[config.mk]
export PLATFORM = sky130hd
export DESIGN_NAME = pipelined_decode_ctrl
export DESIGN_NICKNAME = d
export VERILOG_FILES = /design/src/rtl/pipelined_decode_ctrl_pkg.sv /design/src/rtl/pipelined_decode_ctrl_decode.sv /design/src/rtl/pipelined_decode_ctrl.sv
export SDC_FILE = /design/constraint.sdc
export NUM_CORES = 1
export LEC_CHECK = 0
export BUFFER_PORTS_ARGS = -buffer_cell sky130_fd_sc_hd__clkbuf_2
export CAP_MARGIN = 5
export CORE_MARGIN = 4
export CORE_UTILIZATION = 53
export CTS_CLUSTER_SIZE = 28
export DETAILED_ROUTE_END_ITERATION = 8
export PLACE_DENSITY_LB_ADDON = 0.3
export SLEW_MARGIN = 20
export SYNTH_ARGS = -nofsm -noshare
export SYNTH_HDL_FRONTEND = slang
export SYNTH_SLANG_ARGS = --single-unit
[constraint.sdc]
create_clock -name clk -period 4.35 [get_ports clk]
set_input_delay 0.6525 -clock clk [delete_from_list [all_inputs] [get_ports clk]]
set_output_delay 0.6525 -clock clk [all_outputs]
set_load 0.01 [all_outputs]
[src/rtl/pipelined_decode_ctrl_pkg.sv]
// Shared opcode encodings, ALU operation codes and the control bundle
// carried from decode into the ID/EX control register.
package ctrl_pkg;

   localparam logic [3:0] OP_RTYPE = 4'b0000;
   localparam logic [3:0] OP_ADDI  = 4'b0100;
   localparam logic [3:0] OP_LW    = 4'b1011;
   localparam logic [3:0] OP_SW    = 4'b1111;
   localparam logic [3:0] OP_BEQ   = 4'b1000;
   localparam logic [3:0] OP_JMP   = 4'b0010;

   typedef enum logic [2:0] {
      ALU_ADD  = 3'b000,
      ALU_SUB  = 3'b001,
      ALU_AND  = 3'b010,
      ALU_OR   = 3'b011,
      ALU_XOR  = 3'b100,
      ALU_SLT  = 3'b101,
      ALU_SLL  = 3'b110,
      ALU_PASS = 3'b111
   } alu_op_e;

   typedef struct packed {
      logic    reg_write;
      logic    alu_src;
      logic    mem_write;
      logic    mem_to_reg;
      logic    jump;
      logic    r2_chooser;
      alu_op_e alu_ctrl;
   } ctrl_t;

   localparam ctrl_t CTRL_NOP = '0;

   typedef enum logic {S_RUN, S_SQUASH} state_e;

endpackage

[src/rtl/pipelined_decode_ctrl_decode.sv]
// Combinational opcode/func decoder producing the control bundle and an
// illegal-encoding flag; illegal encodings yield an all-zero bundle.
module ctrl_decode
   import ctrl_pkg::*;
#(
   parameter int OPW = 4,
   parameter int FW  = 3
) (
   input  logic [OPW-1:0] opcode,
   input  logic [FW-1:0]  func,
   output ctrl_t          ctrl,
   output logic           illegal
);

   always_comb begin
      ctrl    = CTRL_NOP;
      illegal = 1'b0;
      case (opcode)
         OP_RTYPE: begin
            if (func == 3'b111) begin
               illegal = 1'b1;
            end else begin
               ctrl.alu_ctrl  = alu_op_e'(func);
               ctrl.reg_write = 1'b1;
            end
         end
         OP_ADDI: begin
            ctrl.alu_src   = 1'b1;
            ctrl.reg_write = 1'b1;
         end
         OP_LW: begin
            ctrl.alu_src    = 1'b1;
            ctrl.mem_to_reg = 1'b1;
            ctrl.reg_write  = 1'b1;
         end
         OP_SW: begin
            ctrl.alu_src    = 1'b1;
            ctrl.mem_write  = 1'b1;
            ctrl.r2_chooser = 1'b1;
         end
         OP_BEQ: begin
            ctrl.alu_ctrl   = ALU_PASS;
            ctrl.r2_chooser = 1'b1;
         end
         OP_JMP: begin
            ctrl.alu_ctrl = ALU_PASS;
            ctrl.alu_src  = 1'b1;
            ctrl.jump     = 1'b1;
         end
         default: illegal = 1'b1;
      endcase
   end

endmodule

[src/rtl/pipelined_decode_ctrl.sv]
// ID/EX control register with valid/ready handshake, load-use bubble
// insertion, post-jump squash FSM and sticky illegal-encoding tracking.
module pipelined_decode_ctrl
   import ctrl_pkg::*;
#(
   parameter int OPW = 4,
   parameter int FW  = 3,
   parameter int RAW = 3,
   parameter int SCW = 8
) (
   input  logic           clk,
   input  logic           rst,
   input  logic           in_valid,
   output logic           in_ready,
   input  logic [OPW-1:0] opcode,
   input  logic [FW-1:0]  func,
   input  logic [RAW-1:0] rs1,
   input  logic [RAW-1:0] rs2,
   input  logic [RAW-1:0] rd,
   output logic           out_valid,
   input  logic           out_ready,
   output logic           reg_write,
   output logic           alu_src,
   output logic           mem_write,
   output logic           mem_to_reg,
   output logic           jump,
   output logic           r2_chooser,
   output logic [2:0]     alu_ctrl,
   output logic [RAW-1:0] out_rd,
   output logic           illegal,
   output logic           illegal_seen,
   output logic [SCW-1:0] stall_count
);

   function automatic logic [SCW-1:0] sat_inc(input logic [SCW-1:0] v);
      return (&v) ? v : v + 1'b1;
   endfunction

   ctrl_t          dec_ctrl;
   logic           dec_illegal;
   logic           uses_rs2;
   logic           hazard;
   logic           accept;
   state_e         state_q, state_n;

   logic           vld_p1;
   ctrl_t          ctrl_p1;
   logic [RAW-1:0] rd_p1;
   logic           ill_p1;
   logic           ill_seen_q;
   logic [SCW-1:0] stall_q;

   ctrl_decode #(.OPW(OPW), .FW(FW)) u_decode (
      .opcode  (opcode),
      .func    (func),
      .ctrl    (dec_ctrl),
      .illegal (dec_illegal)
   );

   // rs2 only matters for encodings that actually read it as a register
   assign uses_rs2 = (opcode == OP_RTYPE) || (opcode == OP_SW) || (opcode == OP_BEQ);
   assign hazard   = vld_p1 && ctrl_p1.mem_to_reg && (rd_p1 != '0) && in_valid &&
                     ((rd_p1 == rs1) || (uses_rs2 && (rd_p1 == rs2)));
   assign in_ready = !hazard && (!vld_p1 || out_ready);
   assign accept   = in_valid && in_ready;

   always_comb begin
      state_n = state_q;
      if (accept) begin
         if (state_q == S_SQUASH)  state_n = S_RUN;
         else if (dec_ctrl.jump)   state_n = S_SQUASH;
      end
   end

   // ---- stage p1: ID/EX control register ----
   always_ff @(posedge clk) begin
      if (rst) begin
         state_q    <= S_RUN;
         vld_p1     <= 1'b0;
         ctrl_p1    <= CTRL_NOP;
         rd_p1      <= '0;
         ill_p1     <= 1'b0;
         ill_seen_q <= 1'b0;
         stall_q    <= '0;
      end else begin
         state_q <= state_n;
         if (accept && (state_q == S_SQUASH)) begin
            vld_p1  <= 1'b0;
            ctrl_p1 <= CTRL_NOP;
            rd_p1   <= '0;
            ill_p1  <= 1'b0;
         end else if (accept) begin
            vld_p1     <= 1'b1;
            ctrl_p1    <= dec_ctrl;
            rd_p1      <= rd;
            ill_p1     <= dec_illegal;
            ill_seen_q <= ill_seen_q | dec_illegal;
         end else if (out_ready) begin
            // bubble on a load-use hazard, plain drain otherwise
            vld_p1  <= 1'b0;
            ctrl_p1 <= CTRL_NOP;
            rd_p1   <= '0;
            ill_p1  <= 1'b0;
            if (hazard) stall_q <= sat_inc(stall_q);
         end
      end
   end

   assign out_valid    = vld_p1;
   assign reg_write    = ctrl_p1.reg_write;
   assign alu_src      = ctrl_p1.alu_src;
   assign mem_write    = ctrl_p1.mem_write;
   assign mem_to_reg   = ctrl_p1.mem_to_reg;
   assign jump         = ctrl_p1.jump;
   assign r2_chooser   = ctrl_p1.r2_chooser;
   assign alu_ctrl     = ctrl_p1.alu_ctrl;
   assign out_rd       = rd_p1;
   assign illegal      = ill_p1;
   assign illegal_seen = ill_seen_q;
   assign stall_count  = stall_q;

endmodule

## Word level (Yosys, flattened, before mapping)

Index checks and enable logic that the tools add are counted.

| word-level totals | value |
|---|---|
| bits in registers | 24 |
| bits in latches | 0 |
| RAM bits | 0 |
| memory bits (read-only) | 0 |
| bits of input ports | 20 |
| memories | 0 |

| cells by class | value |
|---|---|
| $add $sub $neg | 1 |
| multipliers | 0 |
| div/mod/pow operators | 0 |
| order comparisons | 0 |
| eq/ne operators | 8 |
| shifts and indexed selects | 0 |
| multiplexer cells | 20 |
| bitwise gates (word level) | 4 |
| reduce and logical (&&, ||, !) cells | 26 |

Operators with widths:

| kind | number |
|---|---|
| $mux 9 | 2 |
| $eq 4x4->1 const B | 3 |
| $mux 1 | 12 |
| $mux 3 | 3 |
| $add 8x1->8 const B | 1 |
| $logic_and 1x1->1 | 8 |
| $reduce_and 8->1 | 1 |
| $reduce_or 2->1 | 4 |
| $eq 3x3->1 | 2 |
| $pmux 3 s2 | 1 |
| $reduce_and 5->1 | 1 |
| $reduce_or 5->1 | 1 |
| $eq 4x2->1 const B | 1 |
| $eq 4x3->1 const B | 1 |
| $logic_not 4->1 | 1 |
| $logic_or 1x1->1 | 4 |
| $pmux 1 s2 | 2 |
| $reduce_or 4->1 | 1 |
| $eq 3x3->1 const B | 1 |
| $not 1->1 | 3 |
| $reduce_bool 3->1 | 1 |
| $logic_not 1->1 | 2 |
| $reduce_and 2->1 | 1 |
| $reduce_bool 2->1 | 1 |
| $or 1x1->1 | 1 |

## Depth between registers and ports, before layout

| logic depth | value |
|---|---|
| depth in word-level cells | 12 |
| mapped depth | 8 |

## Cells and area by module

Synthesis repeated with hierarchy kept, for this count alone.

| unflattened totals | value |
|---|---|
| cells, all modules | 181 |
| area total of the unflattened synthesis | 1440.1 sq um |

By module, submodules not included:

| module | instances | cells an instance | area an instance (sq um) | sequential area each (sq um) |
|---|---|---|---|---|
| pipelined_decode_ctrl | 1 | 154 | 1287.5 | 480.5 |
| ctrl_decode | 1 | 27 | 152.6 | 0.0 |

## Worst setup path before layout

Ideal clock, no wire load.

| timing | value |
|---|---|
| path kind | input to register |
| start | input opcode[0] |
| end | register stall_q[2], in the netlist stall_count[2] |
| arrival | 2.274 ns |
| data required time | 4.280 ns |
| path slack | 2.006 ns |
| cell stages on the path | 6 |
| path buffers | 1 |
| cells stage by stage | or3_4 -> a2111o_1 -> a211o_1 -> buf_6 -> or3_1 -> a21oi_1 |

| on the way | value |
|---|---|
| cells in the longest elaborated chain, start to end | 12 |
| elaborated cells between the ends (all ways) | 15 |

RTL lines:

| item | line | text |
|---|---|---|
| from (decl) | pipelined_decode_ctrl.sv:15 | `input logic [OPW-1:0] opcode,` |
| $eq 4x4->1 or $logic_not 4->1 (tied branches) | pipelined_decode_ctrl.sv:61 | `assign uses_rs2 = (opcode == OP_RTYPE) \|\| (opcode == OP_SW) \|\| (opcode == OP_BEQ);` |
| $logic_or 1x1->1 | pipelined_decode_ctrl.sv:61 |  |
| $logic_or 1x1->1 * | pipelined_decode_ctrl.sv:61 |  |
| $logic_and 1x1->1 * | pipelined_decode_ctrl.sv:63 | `((rd_p1 == rs1) \|\| (uses_rs2 && (rd_p1 == rs2)));` |
| $logic_or 1x1->1 * | pipelined_decode_ctrl.sv:63 |  |
| $logic_and 1x1->1 * | pipelined_decode_ctrl.sv:62 | `assign hazard = vld_p1 && ctrl_p1.mem_to_reg && (rd_p1 != '0) && in_valid &&` |
| $logic_not 1->1 | pipelined_decode_ctrl.sv:64 | `assign in_ready = !hazard && (!vld_p1 \|\| out_ready);` |
| $logic_and 1x1->1 | pipelined_decode_ctrl.sv:64 |  |
| $logic_and 1x1->1 | pipelined_decode_ctrl.sv:65 | `assign accept = in_valid && in_ready;` |
| $logic_and 1x1->1 | pipelined_decode_ctrl.sv:87 | `if (accept && (state_q == S_SQUASH)) begin` |
| $not 1->1 (no source line) | n/a |  |
| $reduce_and 5->1 (no source line) * | n/a |  |
| to (signal assigned) | pipelined_decode_ctrl.sv:104 | `if (hazard) stall_q <= sat_inc(stall_q);` |
| to (decl) | pipelined_decode_ctrl.sv:51 | `logic [SCW-1:0] stall_q;` |

Every way passes the cells marked *; elsewhere a longest branch is shown, timed or not.
A chain may end at the register's enable or synchronous reset.

## Worst setup path in the final report

| timing | value |
|---|---|
| start | input opcode[0] |
| end | output in_ready |

| on the way | value |
|---|---|
| cells in the longest elaborated chain, start to end | 8 |
| elaborated cells between the ends (all ways) | 10 |

RTL lines:

| item | line | text |
|---|---|---|
| $eq 4x4->1 or $logic_not 4->1 (tied branches) | pipelined_decode_ctrl.sv:61 |  |
| $logic_or 1x1->1 | pipelined_decode_ctrl.sv:61 |  |
| $logic_or 1x1->1 * | pipelined_decode_ctrl.sv:61 |  |
| $logic_and 1x1->1 * | pipelined_decode_ctrl.sv:63 |  |
| $logic_or 1x1->1 * | pipelined_decode_ctrl.sv:63 |  |
| $logic_and 1x1->1 * | pipelined_decode_ctrl.sv:62 |  |
| $logic_not 1->1 * | pipelined_decode_ctrl.sv:64 |  |
| $logic_and 1x1->1 * | pipelined_decode_ctrl.sv:64 |  |
| to (decl) | pipelined_decode_ctrl.sv:14 | `output logic in_ready,` |

Marked as above.

==> flow_summary.json <==
{
  "slew_headroom": 0.564,
  "grt_max_degree": 24,
  "cts_tree": "done",
  "yosysUniqueCellTypes": 40,
  "ant_nets": 0,
  "routed_wirelength_mm": 3.05,
  "synth_warnings": 0,
  "max-cap-violations": 0,
  "synth_nets": 179,
  "hold_depth": 2,
  "insertion_delay_ps": 310,
  "grt_pass1_vias": 1203,
  "reg2reg_depth": 6,
  "grt_util_all_layers": 0.191,
  "power_density_nw_per_um2": 287,
  "power.switching_w": 0.000110,
  "dpl.hpwl_mm": 2.41,
  "min_path_type": "flop to flop",
  "r2r_slack_ps": 1910,
  "fin_tns_setup_ps": 0,
  "power.share.clock": 0.351,
  "synth.cell_area_um2": 1340,
  "clk_path_buf_depth": 2,
  "critPathLaunchType": "input pin",
  "path_cells": "clkbuf_2 -> or3_4 -> a211o_1 -> o221ai_1 -> inv_1 -> clkbuf_2",
  "htreeDepth": 1,
  "wl_per_cell_um": 13.6,
  "final_cell_mix": "43 x clkbuf_2, 24 x dfxtp_1, 14 x o21ai_0, 11 x nand2_1",
  "cpMostUsedCell": "clkbuf_2",
  "io_pins": 44,
  "crit_fanout": 14,
  "status": "complete, no violations",
  "worst_ep_required_time_ps": 3700,
  "n_fill_cell": 204,
  "cts_resized": 0,
  "hold_viol": 0,
  "combPwrFrac": 0.143,
  "firstDrtPassIters": 4,
  "root_buffer": "clkbuf_4",
  "cts_made_buffers": 3,
  "setup_viol": 0,
  "r2r_start": "out_rd[1]",
  "p_int_w": 0.000347,
  "rsz0062_at_grt": "false",
  "hold_buffers": 0,
  "die_area_um2": 3390,
  "critPathBufInv": 3,
  "drive_gt1_frac": 0.286,
  "synth_edf_count": 0,
  "p_total_w": 0.000457,
  "grt_pass1_wl_mm": 5.13,
  "synthCells": 158,
  "synth_area_leaders": "dfxtp_1 36%, mux2i_1 6.0%, o21ai_0 5.2%, nand2_1 3.1%, a21oi_1 3.0%",
  "antenna_cells": 0,
  "fp.dieH_um": 58.2,
  "io_buffers": 43,
  "timing.rr.end": "r2_chooser",
  "placeableCoreArea_um2": 2300,
  "final_common_cell": "clkbuf_2",
  "crit_start": "opcode[0]",
  "crit_type": "input pin to primary output",
  "min_to": "mem_write",
  "grt-ovfl-total": 0,
  "post_cts_buffers": 0,
  "synth_ff_type": "dfxtp_1",
  "largest_reg_flops": 8,
  "clk_pin_slew_ps": 130,
  "seq_area_frac_synth": 0.360,
  "synth_seq_cells": 24,
  "cp-end-kind": "primary output",
  "place_congestion": 0.831,
  "yosysTopAreaCellShare": 0.360,
  "rows": 17,
  "fin_crit_sh": 0.643,
  "fin_skew_ps": 2.22,
  "fmax_ghz": 0.357,
  "cpMaxStageDelayCell": "or3_4",
  "cts_sinks": 24,
  "synthArstFlopShare": 0,
  "antenna_found_initial": 0,
  "via_per_inst": 5.74,
  "drt_iter0_drc": 48,
  "slew_violations": 0,
  "synth.avg_cell_area_um2": 8.45,
  "via_count": 1286,
  "vdd_drop_max_mv": 0.190,
  "switching_share": 0.240,
  "min_from": "mem_write",
  "cp.arrival_ps": 2150,
  "synth_area_leader_cell": "dfxtp_1",
  "max_stage_delay_ps": 450,
  "tightest_slew_ps": 646,
  "path_delay_family": "compound AO/OA/AOI/OAI gates",
  "start_util": 0.581,
  "area_growth_pct": 19.1,
  "power.leakage_nw": 0.664,
  "seqPwrFrac": 0.506,
  "die_x_um": 58.2,
  "period_needed_ps": 2800,
  "num-nets-final": 218,
  "drcViolationCount": 0
}
[Yosys cell counts, drive strengths merged (5+ instances only)]
library cell / count
dfxtp: 24
o21ai: 14
nand2: 11
a21oi: 8
mux2i: 8
nor2: 8
nand3: 7
inv: 6
clkbuf: 5
nor3b: 5
or3: 5
[worst register-to-register path: cells and delay by family, from the launching register on]
family	cells	cell delay (ps)
xor gates and xnor gates	1	180
DFF	1	380
AOI/OAI and AO/OA	1	340
buffers and inverters	1	130
muxes	1	410
and+or+nand+nor	2	910
[layer usage]
metal / up-vias / track usage / part of all wire / routed length (um)
li1: 658 / - / - / -
met1: 589 / 0.234 / 0.44 / 1350
met2: 37 / 0.335 / 0.50 / 1530
met3: 2 / 0.0312 / 0.052 / 157
met4: 0 / 0.0629 / 0.0056 / 17
met5: - / 0 / 0 / 0
[through the flow]
| stage | instances | hold WS, ps | cell area (um^2) | utilization | setup slack [ps] |
|---|---|---|---|---|---|
| floorplan | 158 | 478 | 1340 | - | 2010 |
| global placement | 220 | 456 | 1540 | 0.669 | 1490 |
| detailed placement | 220 | 467 | 1540 | 0.669 | 1350 |
| CTS | 224 | 486 | 1590 | 0.692 | 1590 |
| global route | 224 | 512 | 1590 | 0.692 | 1430 |
| finish | 224 | 476 | 1590 | 0.692 | 1550 |
[how the worst max path moves through the flow]
stage | depth (start not counted) | to
5_1_grt | 6 | in_ready
4_1_cts | 6 | in_ready
2_1_floorplan | 6 | stall_count[2]
3_3_place_gp | 7 | reg_write
6_report | 6 | in_ready
3_5_place_dp | 7 | r2_chooser
[power by group through the flow]
stage                     registers, W  clock network, W   logic, W
after floorplan               0.000238                 0  0.0000397
after global placement        0.000236                 0  0.0000626
after detailed placement      0.000236                 0  0.0000654
after CTS                     0.000231          0.000162  0.0000657
after global routing          0.000232          0.000172  0.0000730
final                         0.000231          0.000160  0.0000655
[logic make-up (layout without fill, tap and decap cells)]
family,Yosys count,count (layout),synth area share
compound gates,38,38,0.178
xor+xnor,8,8,0.0525
fa+ha+maj,1,1,0.00937
buf+inv,15,53,0.0525
flops,24,24,0.360
mux,11,11,0.0853
simple gates,61,61,0.262
[area by class of cell]
cell class	count	area, um^2	share of cell area
tap	28	35.0	0.0220
inverter	6	22.5	0.0142
timing repair buffer	43	215	0.135
sequential	24	480	0.302
clock buffer	3	22.5	0.0142
multi-input combinational	119	785	0.493
clock inverter	1	30.0	0.0189
Note: power is estimated with default switching activity, not from simulation.
